### src/rtl/remote_comm_if.sv
// remote_comm_if
//   Host-side command/response handshake bundle for remote_comm.
//   master : the host (drives snd_cmd, cmd, clr_resp_rdy)
//   slave  : remote_comm (drives cmd_snt, resp, resp_rdy)
//   snd_cmd       1   one-cycle strobe, cmd sampled on the same edge
//   cmd           16  command word, [15:8] sent first
//   clr_resp_rdy  1   clears resp_rdy
//   cmd_snt       1   both bytes shifted out; held until next accepted command
//   resp          8   last good received byte
//   resp_rdy      1   resp holds an unread byte
interface remote_comm_if;
  logic        snd_cmd;
  logic [15:0] cmd;
  logic        clr_resp_rdy;
  logic        cmd_snt;
  logic [7:0]  resp;
  logic        resp_rdy;

  modport master (
    output snd_cmd, cmd, clr_resp_rdy,
    input  cmd_snt, resp, resp_rdy
  );

  modport slave (
    input  snd_cmd, cmd, clr_resp_rdy,
    output cmd_snt, resp, resp_rdy
  );
endinterface

### src/rtl/remote_comm.sv
// remote_comm
//   Host-side UART command link. A 16-bit command accepted on snd_cmd is sent
//   as two 8N1 frames (high byte first) on TX, then cmd_snt is raised. An
//   independent receiver decodes 8N1 bytes from RX into resp/resp_rdy.
//   Ports:
//     clk    in   system clock
//     rst_n  in   asynchronous active-low reset
//     bus    slave side of remote_comm_if (snd_cmd, cmd, clr_resp_rdy,
//            cmd_snt, resp, resp_rdy)
//     RX     in   serial input from the robot, asynchronous, idles high
//     TX     out  serial output to the robot, idles high
//   BAUD_DIV: clk cycles per UART bit (minimum 4).
module remote_comm #(
  parameter int BAUD_DIV = 2604
) (
  input  logic          clk,
  input  logic          rst_n,
  remote_comm_if.slave  bus,
  input  logic          RX,
  output logic          TX
);

  localparam int CNT_W = $clog2(BAUD_DIV);
  localparam logic [CNT_W-1:0] BAUD_LAST = CNT_W'(BAUD_DIV - 1);
  localparam logic [CNT_W-1:0] HALF_LAST = CNT_W'(BAUD_DIV / 2 - 1);
  localparam logic [CNT_W-1:0] CNT_ONE   = CNT_W'(1);

  // ---------------------------------------------------------------- transmit
  typedef enum logic [1:0] {TX_IDLE, TX_HIGH, TX_LOW} tx_state_t;

  tx_state_t        tx_state_reg;
  logic [9:0]       tx_shift_reg;
  logic [CNT_W-1:0] tx_baud_reg;
  logic [3:0]       tx_bit_reg;
  // Only the low byte has to survive past acceptance; the high byte goes
  // straight into the shift register on the accepting edge.
  logic [7:0]       cmd_lo_reg;
  logic             cmd_snt_reg;

  logic cmd_accept;
  logic tx_bit_end;

  assign cmd_accept = (tx_state_reg == TX_IDLE) && bus.snd_cmd;
  assign tx_bit_end = (tx_baud_reg == BAUD_LAST);

  always_ff @(posedge clk or negedge rst_n) begin
    if (!rst_n) begin
      tx_state_reg <= TX_IDLE;
      tx_shift_reg <= '1;
      tx_baud_reg  <= '0;
      tx_bit_reg   <= '0;
      cmd_lo_reg   <= '0;
      cmd_snt_reg  <= 1'b0;
    end else begin
      case (tx_state_reg)
        TX_IDLE: begin
          if (bus.snd_cmd) begin
            cmd_lo_reg   <= bus.cmd[7:0];
            cmd_snt_reg  <= 1'b0;
            tx_shift_reg <= {1'b1, bus.cmd[15:8], 1'b0};
            tx_baud_reg  <= '0;
            tx_bit_reg   <= '0;
            tx_state_reg <= TX_HIGH;
          end
        end
        TX_HIGH, TX_LOW: begin
          if (tx_bit_end) begin
            tx_baud_reg <= '0;
            if (tx_bit_reg == 4'd9) begin
              // Stop bit finished: chain the low byte with no idle gap, or
              // finish the command.
              tx_bit_reg <= '0;
              if (tx_state_reg == TX_HIGH) begin
                tx_shift_reg <= {1'b1, cmd_lo_reg, 1'b0};
                tx_state_reg <= TX_LOW;
              end else begin
                tx_shift_reg <= '1;
                cmd_snt_reg  <= 1'b1;
                tx_state_reg <= TX_IDLE;
              end
            end else begin
              tx_shift_reg <= {1'b1, tx_shift_reg[9:1]};
              tx_bit_reg   <= tx_bit_reg + 4'd1;
            end
          end else begin
            tx_baud_reg <= tx_baud_reg + CNT_ONE;
          end
        end
        default: tx_state_reg <= TX_IDLE;
      endcase
    end
  end

  assign TX          = tx_shift_reg[0];
  assign bus.cmd_snt = cmd_snt_reg;

  // ----------------------------------------------------------------- receive
  typedef enum logic [1:0] {RX_IDLE, RX_START, RX_DATA, RX_STOP} rx_state_t;

  logic             rx_meta_reg;
  logic             rx_sync_reg;
  logic             rx_prev_reg;
  rx_state_t        rx_state_reg;
  logic [CNT_W-1:0] rx_baud_reg;
  logic [2:0]       rx_bit_reg;
  logic [7:0]       rx_shift_reg;
  // Set after a bad stop bit: wait for the line to go idle before re-arming.
  logic             rx_ferr_reg;
  logic [7:0]       resp_reg;
  logic             resp_rdy_reg;

  always_ff @(posedge clk or negedge rst_n) begin
    if (!rst_n) begin
      rx_meta_reg  <= 1'b1;
      rx_sync_reg  <= 1'b1;
      rx_prev_reg  <= 1'b1;
      rx_state_reg <= RX_IDLE;
      rx_baud_reg  <= '0;
      rx_bit_reg   <= '0;
      rx_shift_reg <= '0;
      rx_ferr_reg  <= 1'b0;
      resp_reg     <= '0;
      resp_rdy_reg <= 1'b0;
    end else begin
      rx_meta_reg <= RX;
      rx_sync_reg <= rx_meta_reg;
      rx_prev_reg <= rx_sync_reg;

      // Clear first; a good stop bit later in this block overrides it.
      if (bus.clr_resp_rdy || cmd_accept) begin
        resp_rdy_reg <= 1'b0;
      end

      case (rx_state_reg)
        RX_IDLE: begin
          if (!rx_sync_reg && rx_prev_reg) begin
            rx_baud_reg  <= '0;
            rx_state_reg <= RX_START;
          end
        end
        RX_START: begin
          if (rx_baud_reg == HALF_LAST) begin
            rx_baud_reg <= '0;
            rx_bit_reg  <= '0;
            // Line back high at mid start bit means a glitch, not a frame.
            rx_state_reg <= rx_sync_reg ? RX_IDLE : RX_DATA;
          end else begin
            rx_baud_reg <= rx_baud_reg + CNT_ONE;
          end
        end
        RX_DATA: begin
          if (rx_baud_reg == BAUD_LAST) begin
            rx_baud_reg  <= '0;
            rx_shift_reg <= {rx_sync_reg, rx_shift_reg[7:1]};
            rx_bit_reg   <= rx_bit_reg + 3'd1;
            if (rx_bit_reg == 3'd7) begin
              rx_state_reg <= RX_STOP;
            end
          end else begin
            rx_baud_reg <= rx_baud_reg + CNT_ONE;
          end
        end
        RX_STOP: begin
          if (rx_ferr_reg) begin
            if (rx_sync_reg) begin
              rx_ferr_reg  <= 1'b0;
              rx_state_reg <= RX_IDLE;
            end
          end else if (rx_baud_reg == BAUD_LAST) begin
            rx_baud_reg <= '0;
            if (rx_sync_reg) begin
              resp_reg     <= rx_shift_reg;
              resp_rdy_reg <= 1'b1;
              rx_state_reg <= RX_IDLE;
            end else begin
              rx_ferr_reg <= 1'b1;
            end
          end else begin
            rx_baud_reg <= rx_baud_reg + CNT_ONE;
          end
        end
        default: rx_state_reg <= RX_IDLE;
      endcase
    end
  end

  assign bus.resp     = resp_reg;
  assign bus.resp_rdy = resp_rdy_reg;

endmodule

### src/flat_wrapper.sv
// flat-port wrapper written by rule: the top's interface ports become plain ports
module remote_comm_flat 
#(
  parameter int BAUD_DIV = 2604
)
  (clk, rst_n, RX, TX, bus_snd_cmd, bus_cmd, bus_clr_resp_rdy, bus_cmd_snt, bus_resp, bus_resp_rdy);
  remote_comm_if bus_i ();
  input  logic clk;
  input  logic rst_n;
  input  logic RX;
  output logic TX;
  input wire logic [$bits(bus_i.snd_cmd)-1:0] bus_snd_cmd;
  input wire logic [$bits(bus_i.cmd)-1:0] bus_cmd;
  input wire logic [$bits(bus_i.clr_resp_rdy)-1:0] bus_clr_resp_rdy;
  output wire logic [$bits(bus_i.cmd_snt)-1:0] bus_cmd_snt;
  output wire logic [$bits(bus_i.resp)-1:0] bus_resp;
  output wire logic [$bits(bus_i.resp_rdy)-1:0] bus_resp_rdy;
  assign bus_i.snd_cmd = bus_snd_cmd;
  assign bus_i.cmd = bus_cmd;
  assign bus_i.clr_resp_rdy = bus_clr_resp_rdy;
  assign bus_cmd_snt = bus_i.cmd_snt;
  assign bus_resp = bus_i.resp;
  assign bus_resp_rdy = bus_i.resp_rdy;
  remote_comm #(.BAUD_DIV(BAUD_DIV)) u_core (.clk(clk), .rst_n(rst_n), .bus(bus_i), .RX(RX), .TX(TX));
endmodule
### config.mk
export PLATFORM = sky130hd
export DESIGN_NAME = remote_comm_flat
export DESIGN_NICKNAME = d
export VERILOG_FILES = /design/src/rtl/remote_comm_if.sv /design/src/rtl/remote_comm.sv /design/src/flat_wrapper.sv
export SDC_FILE = /design/constraint.sdc
export NUM_CORES = 1
export LEC_CHECK = 0
export ABC_AREA = 1
export CAP_MARGIN = 15
export CORE_AREA = 3 3 89 91
export DETAILED_ROUTE_END_ITERATION = 12
export DIE_AREA = 0 0 92 94
export PLACE_DENSITY_LB_ADDON = 0.2
export SETUP_SLACK_MARGIN = 0.05
export SYNTH_ARGS = -nofsm -noshare
export SYNTH_HDL_FRONTEND = slang
export SYNTH_SLANG_ARGS = --single-unit
### constraint.sdc
create_clock -name clk -period 5.4 [get_ports clk]
set_input_delay 1.08 -clock clk [delete_from_list [all_inputs] [get_ports clk]]
set_output_delay 1.08 -clock clk [all_outputs]
set_load 0.005 [all_outputs]
==> impl_metrics.py, run 1 <==
metrics = {
    "outcome": {
        "status": "finished, final reports clean",
    },
    "routing": {
        "vias_per_cell": 5.046,
        "first_pass_iters": 4,
        "initialDrtViolationCount": 183,
        "ant_nets": 0,
        "post-route-drc-count": 0,
        "vias": 3174,
        "wl_mm": 7.710,
        "wl_per_cell_um": 12.26,
    },
    "sta": {
        "finClkSkew_ns": 0.008200,
        "relSlewSlack_pct": 43.75,
        "fmax_ghz": 0.4062,
        "setup_viol": 0,
        "rsz0062_at_grt": "no",
        "finalHoldViolations": 0,
        "fin_setup_tns_ns": 0,
        "slew_viol_final": 0,
        "fin_crit_sh_pct": 45.59,
        "tightestPinTransition_ns": 0.8437,
        "period_needed_ns": 2.462,
        "layout_setup_ws_ns": 2.938,
    },
    "clock_tree": {
        "hold_buffers": 0,
        "cts_sinks": 74,
        "ctsResizeCount": 0,
        "root_buffer": "clkbuf_8",
        "htreeDepth": 3,
        "ctsLongestPathBuffers": 2,
        "clk_pin_slew_ns": 0.08,
        "cts_buffers": 9,
        "cts_setup_buffers": 0,
        "cts_tree": "yes",
        "clk_latency_ns": 0.35,
    },
    "global_routing": {
        "antenna_found_initial": 0,
        "grt_first_pass_wirelength_mm": 13.28,
        "grt_pass1_vias": 2979,
        "grt_overflow": 0,
        "grt_usage_pct": 19.09,
        "grt_max_degree": 39,
    },
    "flow_run": {
        "drv_cap": 0,
    },
    "critical_path": {
        "critPathKind": "reg2out",
        "cp_cell_sequence": "clkdlybuf4s50_1",
        "start_kind": "register",
        "cp.arrival_ns": 1.38,
        "cp_max_fo": 2,
        "path_delay_family": "flip-flops",
        "cp_slowest_stage_delay_ns": 0.55,
        "critPathSlowestCell": "dfstp_2",
        "path_buf_inv": 1,
        "required_ns": 4.32,
        "worstSetupEndpointType": "output port",
    },
    "layout": {
        "num_antenna_cells": 0,
        "drive_gt1_share_pct": 10.57,
        "seq_area_um2": 1867,
        "multi_input_area_um2": 1758,
        "syn2layout_area_growth_pct": 14.71,
        "nFillCells": 640,
        "fin_nets": 560,
    },
    "placed_design": {
        "pre_cts_ws_ns": 2.759,
        "portBuffers": 31,
        "gp_congestion": 0.8816,
        "hpwlAfterDp_mm": 5.555,
    },
    "logic_synthesis": {
        "syn_area_per_cell_um2": 8.037,
        "synth_cells": 489,
        "synth_xor_area_share_pct": 2.006,
        "synthAdderAreaFrac_pct": 4.457,
        "synth-compound-area-share_pct": 10.38,
        "ys_seq_elements": 74,
        "synth.distinct_cells": 40,
        "synth_top_family_by_area": "simple AND/OR/NAND/NOR gates",
        "synth-simple-area-share_pct": 27.89,
        "seq_area_frac_synth_pct": 47.50,
        "yosys-mux-area-fraction_pct": 0,
        "synth_fp_nets": 524,
        "yosysWarnings": 0,
        "synth_area_um2": 3930,
    },
    "power_and_ir_drop": {
        "ir_worst_vdd_v": 0.0003493,
        "power_density_nw_per_um2": 276.7,
        "power.leakage_nw": 2.066,
    },
    "floorplanning": {
        "die-area_um2": 8648,
        "rows": 31,
        "core_um2": 7214,
        "num_io_pins": 32,
        "die_x_um": 92,
        "initial_core_util_pct": 54.47,
        "die_height_um": 94,
    },
    "hold_path": {
        "min_path_type": "reg2reg",
    },
}
cells in the final DEF (no fill, tap or decap), types with 2 or more instances in the layout:
| cell | instances |
|---|---|
| nor3_1 | 7 |
| nand2_1 | 145 |
| or2_2 | 4 |
| nand4_1 | 6 |
| dfrtp_1 | 62 |
| xor2_1 | 8 |
| a21oi_1 | 9 |
| nor2_1 | 47 |
| dfstp_2 | 12 |
| nand3_2 | 2 |
| ha_1 | 14 |
| inv_1 | 55 |
| nand3_1 | 22 |
| inv_2 | 7 |
| nand3b_1 | 2 |
| o21ai_0 | 24 |
| clkinv_1 | 3 |
| clkdlybuf4s50_1 | 30 |
| clkbuf_8 | 9 |
| nand2_2 | 2 |
| clkinv_2 | 2 |
| o21ai_1 | 20 |
| nor2_4 | 2 |
| clkinv_4 | 3 |
| o211ai_1 | 10 |
| nor3_2 | 4 |
cells by family after synthesis:
group / after synthesis
flip-flops: 74
XOR/XNOR: 9
AO/OA/AOI/OAI: 71
AND/OR/NAND/NOR: 248
buffers and inverters: 73
adder cells (fa/ha/maj): 14
cell usage after synthesis, drive strengths merged:
| master | number | share of area (%) |
|---|---|---|
| a21oi | 9 | 1.1 |
| o2111ai | 1 | 0.22 |
| or2 | 5 | 0.80 |
| inv | 62 | 5.9 |
| o211ai | 10 | 1.9 |
| clkinv | 4 | 0.51 |
| a22oi | 1 | 0.19 |
| xnor2 | 1 | 0.22 |
| o22ai | 1 | 0.16 |
| ha | 14 | 4.5 |
| o21ai | 45 | 6.0 |
| o21bai | 1 | 0.19 |
| dfstp | 12 | 8.0 |
| a31oi | 1 | 0.16 |
| nand2 | 148 | 14 |
| dfrtp | 62 | 39 |
| nand3 | 25 | 3.8 |
| nor2 | 50 | 5.2 |
| buf | 6 | 1.2 |
| nand4 | 6 | 0.96 |
| o31ai | 1 | 0.19 |
| xor2 | 8 | 1.8 |
| clkbuf | 1 | 0.095 |
| nor3 | 12 | 2.3 |
| o21a | 1 | 0.19 |
| nand3b | 2 | 0.38 |
per-stage QoR:
| step | power [mW] | instances | instance area [µm²] | util [%] | hold slack [ns] |
|---|---|---|---|---|---|
| after global placement | 0.8242 | 613 | 4314 | 59.80 | 0.3460 |
| after detailed placement | 0.8301 | 613 | 4314 | 59.80 | 0.3476 |
| after global routing | 1.321 | 629 | 4508 | 62.49 | 0.3629 |
| after CTS | 1.263 | 629 | 4508 | 62.49 | 0.3604 |
| after floorplan | 0.7621 | 489 | 3930 | - | 0.3452 |
| final | 1.247 | 629 | 4508 | 62.49 | 0.3594 |
cell type report:
class | count | share of cell area, %
Clock inverter | 6 | 1.471
Tap cell | 99 | 2.748
Multi-Input combinational cell | 342 | 39.00
Clock buffer | 10 | 2.831
Inverter | 66 | 5.606
Timing Repair Buffer | 32 | 6.939
Sequential cell | 74 | 41.41
worst register-to-register path, cell delays in order, from the launching register on:
cell      delay, ns
dfrtp_1        0.36
inv_1          0.08
ha_1           0.62
inv_2          0.23
o21ai_4        0.41
nand2_4        0.22
clkinv_4       0.18
nand2_1        0.07
o21ai_0        0.09
metal layers:
| metal | share of wire [%] | routed length (µm) | track usage (%) |
|---|---|---|---|
| met4 | 0.88 | 68 | 5.817 |
| met3 | 4.1 | 318 | 4.247 |
| met2 | 47 | 3649 | 31.57 |
| met5 | 0 | 0 | 0 |
| met1 | 48 | 3675 | 25.17 |
worst paths after layout:
| check | startpoint | slack [ns] | end | cells after the start |
|---|---|---|---|---|
| worst max-delay path | u_core.tx_shift_reg[0] | 2.94 | TX | 1 |
| worst min-delay path | u_core.rx_meta_reg | 0.36 | u_core.rx_sync_reg | 0 |
| worst max register to register | u_core.tx_state_reg[0] | 3.07 | u_core.tx_shift_reg[7] | 8 |
| worst min register to register | u_core.rx_meta_reg | 0.36 | u_core.rx_sync_reg | 0 |
| max in group asynchronous | rst_n | 3.57 | u_core.tx_shift_reg[3] | 2 |
| min in group asynchronous | rst_n | 0.83 | u_core.cmd_lo_reg[0] | 1 |
power breakdown:
group / internal, mW / switching (mW) / leakage (nW) / total [mW]
clock: 0.215 / 0.212 / 0.101 / 0.428
combinational: 0.0729 / 0.152 / 1.03 / 0.225
sequential: 0.574 / 0.0206 / 0.940 / 0.595
total: 0.862 / 0.385 / 2.07 / 1.25
Power figures use the tool's default switching activity.
==> run 2, diff against run 1 <==
clock period = 2.3 ns   (was 5.4 ns; I/O delays follow)
==> impl_metrics.py, run 2 (same netlist as run 1, synthesis figures left out) <==
metrics = {
    "routing": {
        "ant_nets": 0,
        "first_pass_iters": 4,
        "post-route-drc-count": 0,
        "wl_mm": 8.010,
        "initialDrtViolationCount": 162,
        "vias": 3249,
        "wl_per_cell_um": 12.67,
        "vias_per_cell": 5.141,
    },
    "placed_design": {
        "gp_congestion": 0.8389,
        "hpwlAfterDp_mm": 5.759,
        "portBuffers": 31,
        "placed_cell_area_um2": 4349,
        "placedCellCount": 616,
    },
    "floorplanning": {
        "num_io_pins": 32,
        "die-area_um2": 8648,
        "rows": 31,
        "initial_core_util_pct": 54.47,
        "die_x_um": 92,
        "die_height_um": 94,
        "core_um2": 7214,
    },
    "global_routing": {
        "grt_usage_pct": 20.18,
        "use_met3_pct": 4.006,
        "grt_first_pass_wirelength_mm": 14.09,
        "met1_usage_pct": 26.13,
        "top_usage_layer": "met2",
        "antenna_found_initial": 0,
        "grtUsageMet2_pct": 34.00,
        "grt_pass1_vias": 3157,
        "grt_max_degree": 55,
        "grt_overflow": 0,
    },
    "critical_path": {
        "worstSetupEndpointType": "register",
        "path_delay_family": "compound AO/OA/AOI/OAI gates",
        "cp_max_fo": 19,
        "r2r-end": "u_core.tx_shift_reg[5]",
        "path_buf_inv": 3,
        "r2r_cells": 8,
        "cp.arrival_ns": 2.16,
        "required_ns": 2.58,
        "start_kind": "register",
        "critPathKind": "reg2reg",
        "critPathSlowestCell": "o21ai_4",
        "cp_slowest_stage_delay_ns": 0.37,
        "cp_cell_sequence": "inv_1 -> ha_1 -> inv_2 -> o21ai_4 -> nand2_4 -> clkinv_4 -> o21ai_1 -> nand2_1",
        "r2r_slack_ns": 0.42,
        "timing.rr.start": "u_core.tx_state_reg[0]",
    },
    "layout": {
        "multi_input_area_um2": 1758,
        "seq_area_um2": 1867,
        "final_cell_mix": "nand2_1, dfrtp_1, inv_1",
        "layoutNonFillerInstCount": 632,
        "num_antenna_cells": 0,
        "nFillCells": 644,
        "drive_gt1_share_pct": 11.26,
        "syn2layout_area_growth_pct": 15.79,
        "final_core_util_pct": 63.08,
        "final_common_cell": "nand2_1",
        "finalInstanceArea_um2": 4551,
        "fin_nets": 563,
    },
    "sta": {
        "fmax_ghz": 0.5332,
        "relSlewSlack_pct": 63.27,
        "tightestPinTransition_ns": 0.5491,
        "period_needed_ns": 1.876,
        "finClkSkew_ns": 0.007060,
        "setup_viol": 0,
        "slew_viol_final": 0,
        "fin_crit_sh_pct": 81.55,
        "fin_setup_tns_ns": 0,
        "rsz0062_at_grt": "no",
        "finalHoldViolations": 0,
    },
    "power_and_ir_drop": {
        "ir_worst_vdd_v": 0.0006842,
        "power_density_nw_per_um2": 656.4,
        "power.leakage_nw": 2.083,
        "total_power_mw": 2.987,
    },
    "hold_path": {
        "min_path_type": "in2async",
    },
    "clock_tree": {
        "htreeDepth": 3,
        "root_buffer": "clkbuf_8",
        "cts_sinks": 74,
        "cts_setup_buffers": 0,
        "cts_tree": "yes",
        "clk_pin_slew_ns": 0.08,
        "ctsLongestPathBuffers": 2,
        "hold_buffers": 0,
        "clk_latency_ns": 0.34,
        "cts_buffers": 9,
        "ctsResizeCount": 0,
    },
    "outcome": {
        "status": "finished, final reports clean",
    },
    "flow_run": {
        "drv_cap": 0,
    },
}
-- run 2: cell count changes in the layout (fill, tap and decap cells not counted) --
cell | previous run | this run
clkbuf_8 | 9 | 10
buf_4 | 1 | 3
clkbuf_1 | 1 | 0
clkinv_4 | 3 | 1
buf_12 | 0 | 1
clkinvlp_4 | 0 | 2
-- run 2: how the worst max path moves through the flow --
stage	startpoint	depth (start not counted)	endpoint
5_1_grt	u_core.rx_baud_reg[0]	7	u_core.bus.resp[1]
2_1_floorplan	u_core.tx_state_reg[0]	9	u_core.tx_baud_reg[9]
3_5_place_dp	bus_snd_cmd	7	u_core.tx_bit_reg[0]
6_report	u_core.tx_state_reg[0]	8	u_core.tx_shift_reg[5]
3_3_place_gp	bus_snd_cmd	7	u_core.tx_bit_reg[0]
4_1_cts	u_core.rx_baud_reg[1]	7	u_core.bus.resp[1]
-- run 2: power by group --
part	total [mW]	switching, mW	internal, mW	leakage [nW]
Clock	1.03	0.502	0.531	0.0987
Sequential	1.40	0.0508	1.35	0.940
Combinational	0.555	0.368	0.187	1.04
Total	2.99	0.922	2.07	2.08
-- run 2: per-stage QoR --
stage | setup WS (ns) | hold WS [ns]
floorplan | 0.6035 | 0.1644
finish | 0.4244 | 0.08248
global placement | 0.3221 | 0.3461
global route | 0.1710 | 0.1144
CTS | 0.4106 | 0.09833
detailed placement | 0.2904 | 0.3488
-- run 2: per-layer routing --
layer | wire [µm] | vias up | part of all wire (%)
met5 | 0 | - | 0
met4 | 111 | 0 | 1.4
met1 | 3763 | 1538 | 47
met2 | 3841 | 62 | 48
met3 | 293 | 12 | 3.7
li1 | - | 1637 | -
-- run 2: area by class of cell --
cell class	count	area share, %
clock buffers	10	3.024
clock inverters	6	1.402
inverters	66	5.554
multi-input cells	342	38.63
flip-flops and latches	74	41.02
well taps	99	2.722
repair buffers	35	7.644
==> run 3, diff against run 2 <==
clock period = 1.9 ns   (was 2.3 ns; I/O delays follow)
==> impl_metrics.py, run 3 (same netlist as run 1, synthesis figures left out) <==
metrics = {
    "outcome": {
        "status": "finished, final reports clean",
    },
    "hold_path": {
        "min_path_type": "reg2reg",
        "hold_depth": 0,
    },
    "clock_tree": {
        "clk_latency_ns": 0.35,
        "cts_tree": "yes",
        "cts_sinks": 74,
        "htreeDepth": 3,
        "cts_buffers": 9,
        "clk_pin_slew_ns": 0.08,
        "root_buffer": "clkbuf_8",
        "ctsLongestPathBuffers": 2,
    },
    "layout": {
        "fin_nets": 573,
        "final_common_cell": "nand2_1",
        "syn2layout_area_growth_pct": 18.62,
        "final_cell_mix": "nand2_1, dfrtp_1, inv_1",
        "drive_gt1_share_pct": 13.44,
        "num_antenna_cells": 0,
        "layoutNonFillerInstCount": 642,
        "nFillCells": 633,
        "finalInstanceArea_um2": 4662,
    },
    "sta": {
        "period_needed_ns": 1.753,
        "finalHoldViolations": 0,
        "fin_setup_tns_ns": 0,
        "layout_setup_ws_ns": 0.1470,
        "finClkSkew_ns": 0.01224,
        "tightestPinTransition_ns": 0.4594,
        "rsz0062_at_grt": "no",
        "setup_viol": 0,
        "slew_viol_final": 0,
        "fmax_ghz": 0.5705,
        "fin_crit_sh_pct": 92.26,
        "relSlewSlack_pct": 69.37,
    },
    "power_and_ir_drop": {
        "ir_worst_vdd_v": 0.0007396,
        "power_density_nw_per_um2": 775.2,
        "power.leakage_nw": 2.135,
    },
    "routing": {
        "wl_per_cell_um": 12.89,
        "wl_mm": 8.277,
        "vias": 3304,
        "first_pass_iters": 4,
        "ant_nets": 0,
        "post-route-drc-count": 0,
        "vias_per_cell": 5.146,
        "initialDrtViolationCount": 214,
    },
    "critical_path": {
        "path_delay_family": "flip-flops",
        "critPathSlowestCell": "dfstp_2",
        "path_buf_inv": 1,
        "cp_cell_sequence": "clkdlybuf4s50_1",
        "path_depth": 1,
        "worstSetupEndpointType": "output port",
        "cp_slowest_stage_delay_ns": 0.54,
        "r2r_cells": 8,
        "cp.arrival_ns": 1.37,
        "cp_max_fo": 2,
        "critPathKind": "reg2out",
        "start_kind": "register",
        "required_ns": 1.52,
    },
    "floorplanning": {
        "num_io_pins": 32,
        "die_height_um": 94,
        "rows": 31,
        "initial_core_util_pct": 54.47,
        "core_um2": 7214,
        "die_x_um": 92,
        "die-area_um2": 8648,
    },
    "global_routing": {
        "grt_first_pass_wirelength_mm": 14.24,
        "grt_pass1_vias": 3254,
        "grt_usage_pct": 20.65,
        "grt_overflow": 0,
        "antenna_found_initial": 0,
        "grt_max_degree": 35,
    },
    "placed_design": {
        "hpwlAfterDp_mm": 6.037,
        "placedCellCount": 623,
        "gp_congestion": 0.9047,
        "pre_cts_ws_ns": 0.09942,
        "placed_cell_area_um2": 4414,
        "portBuffers": 31,
    },
    "flow_run": {
        "drv_cap": 0,
    },
}
run 3: cell count changes in the layout (fill, tap and decap cells not counted), moves of 2 or more:
cell      before  now
ha_2           0    2
buf_4          3   10
buf_12         1    3
ha_1          14   12
clkinv_4       1    4
run 3: per-stage QoR:
step	hold WS, ns	power (mW)	utilization, %
after floorplan	0.08441	2.166	-
after global placement	0.3462	2.388	61.19
after detailed placement	0.3474	2.410	61.19
after CTS	0.3606	3.638	64.05
after global routing	0.3643	3.834	64.62
final	0.3584	3.614	64.62
run 3: cell type report:
cell class,instances,area [µm²],area share (%)
inverters,66,252.7,5.421
clock buffers,10,127.6,2.738
multi-input cells,342,1770,37.98
clock inverters,6,68.82,1.476
well taps,99,123.9,2.657
repair buffers,45,450.4,9.662
flip-flops and latches,74,1868,40.07
run 3: layer usage:
layer / routed length, µm / share of wire (%) / track usage, % / vias up
li1: - / - / - / 1655
met1: 3625 / 44 / 24.73 / 1551
met2: 4156 / 50 / 36.13 / 90
met3: 396 / 4.8 / 5.929 / 8
met4: 99 / 1.2 / 6.188 / 0
met5: 0 / 0 / 0 / -
run 3: timing repair:
action | CTS | global route
setup buffers | 0 | 2
endpoints found under the hold margin | 15 | 0
resized for setup | 0 | 6
hold buffers | 1 | 0
endpoints found under the setup margin | 0 | 27
run 3: worst paths after layout:
| kind | from | end | slack, ns |
|---|---|---|---|
| max in group asynchronous | rst_n | u_core.tx_shift_reg[0] | 0.79 |
| worst max-delay path | u_core.tx_shift_reg[0] | TX | 0.15 |
| worst min register to register | u_core.rx_meta_reg | u_core.rx_sync_reg | 0.36 |
| worst min-delay path | u_core.rx_meta_reg | u_core.rx_sync_reg | 0.36 |
| min in group asynchronous | rst_n | u_core.cmd_lo_reg[4] | 0.50 |
| worst max register to register | u_core.tx_baud_reg[0] | u_core.tx_shift_reg[8] | 0.15 |
run 3: report_power, final:
part | switching [mW] | internal, mW
combinational | 0.457 | 0.247
sequential | 0.0531 | 1.63
clock | 0.611 | 0.611
total | 1.12 | 2.49
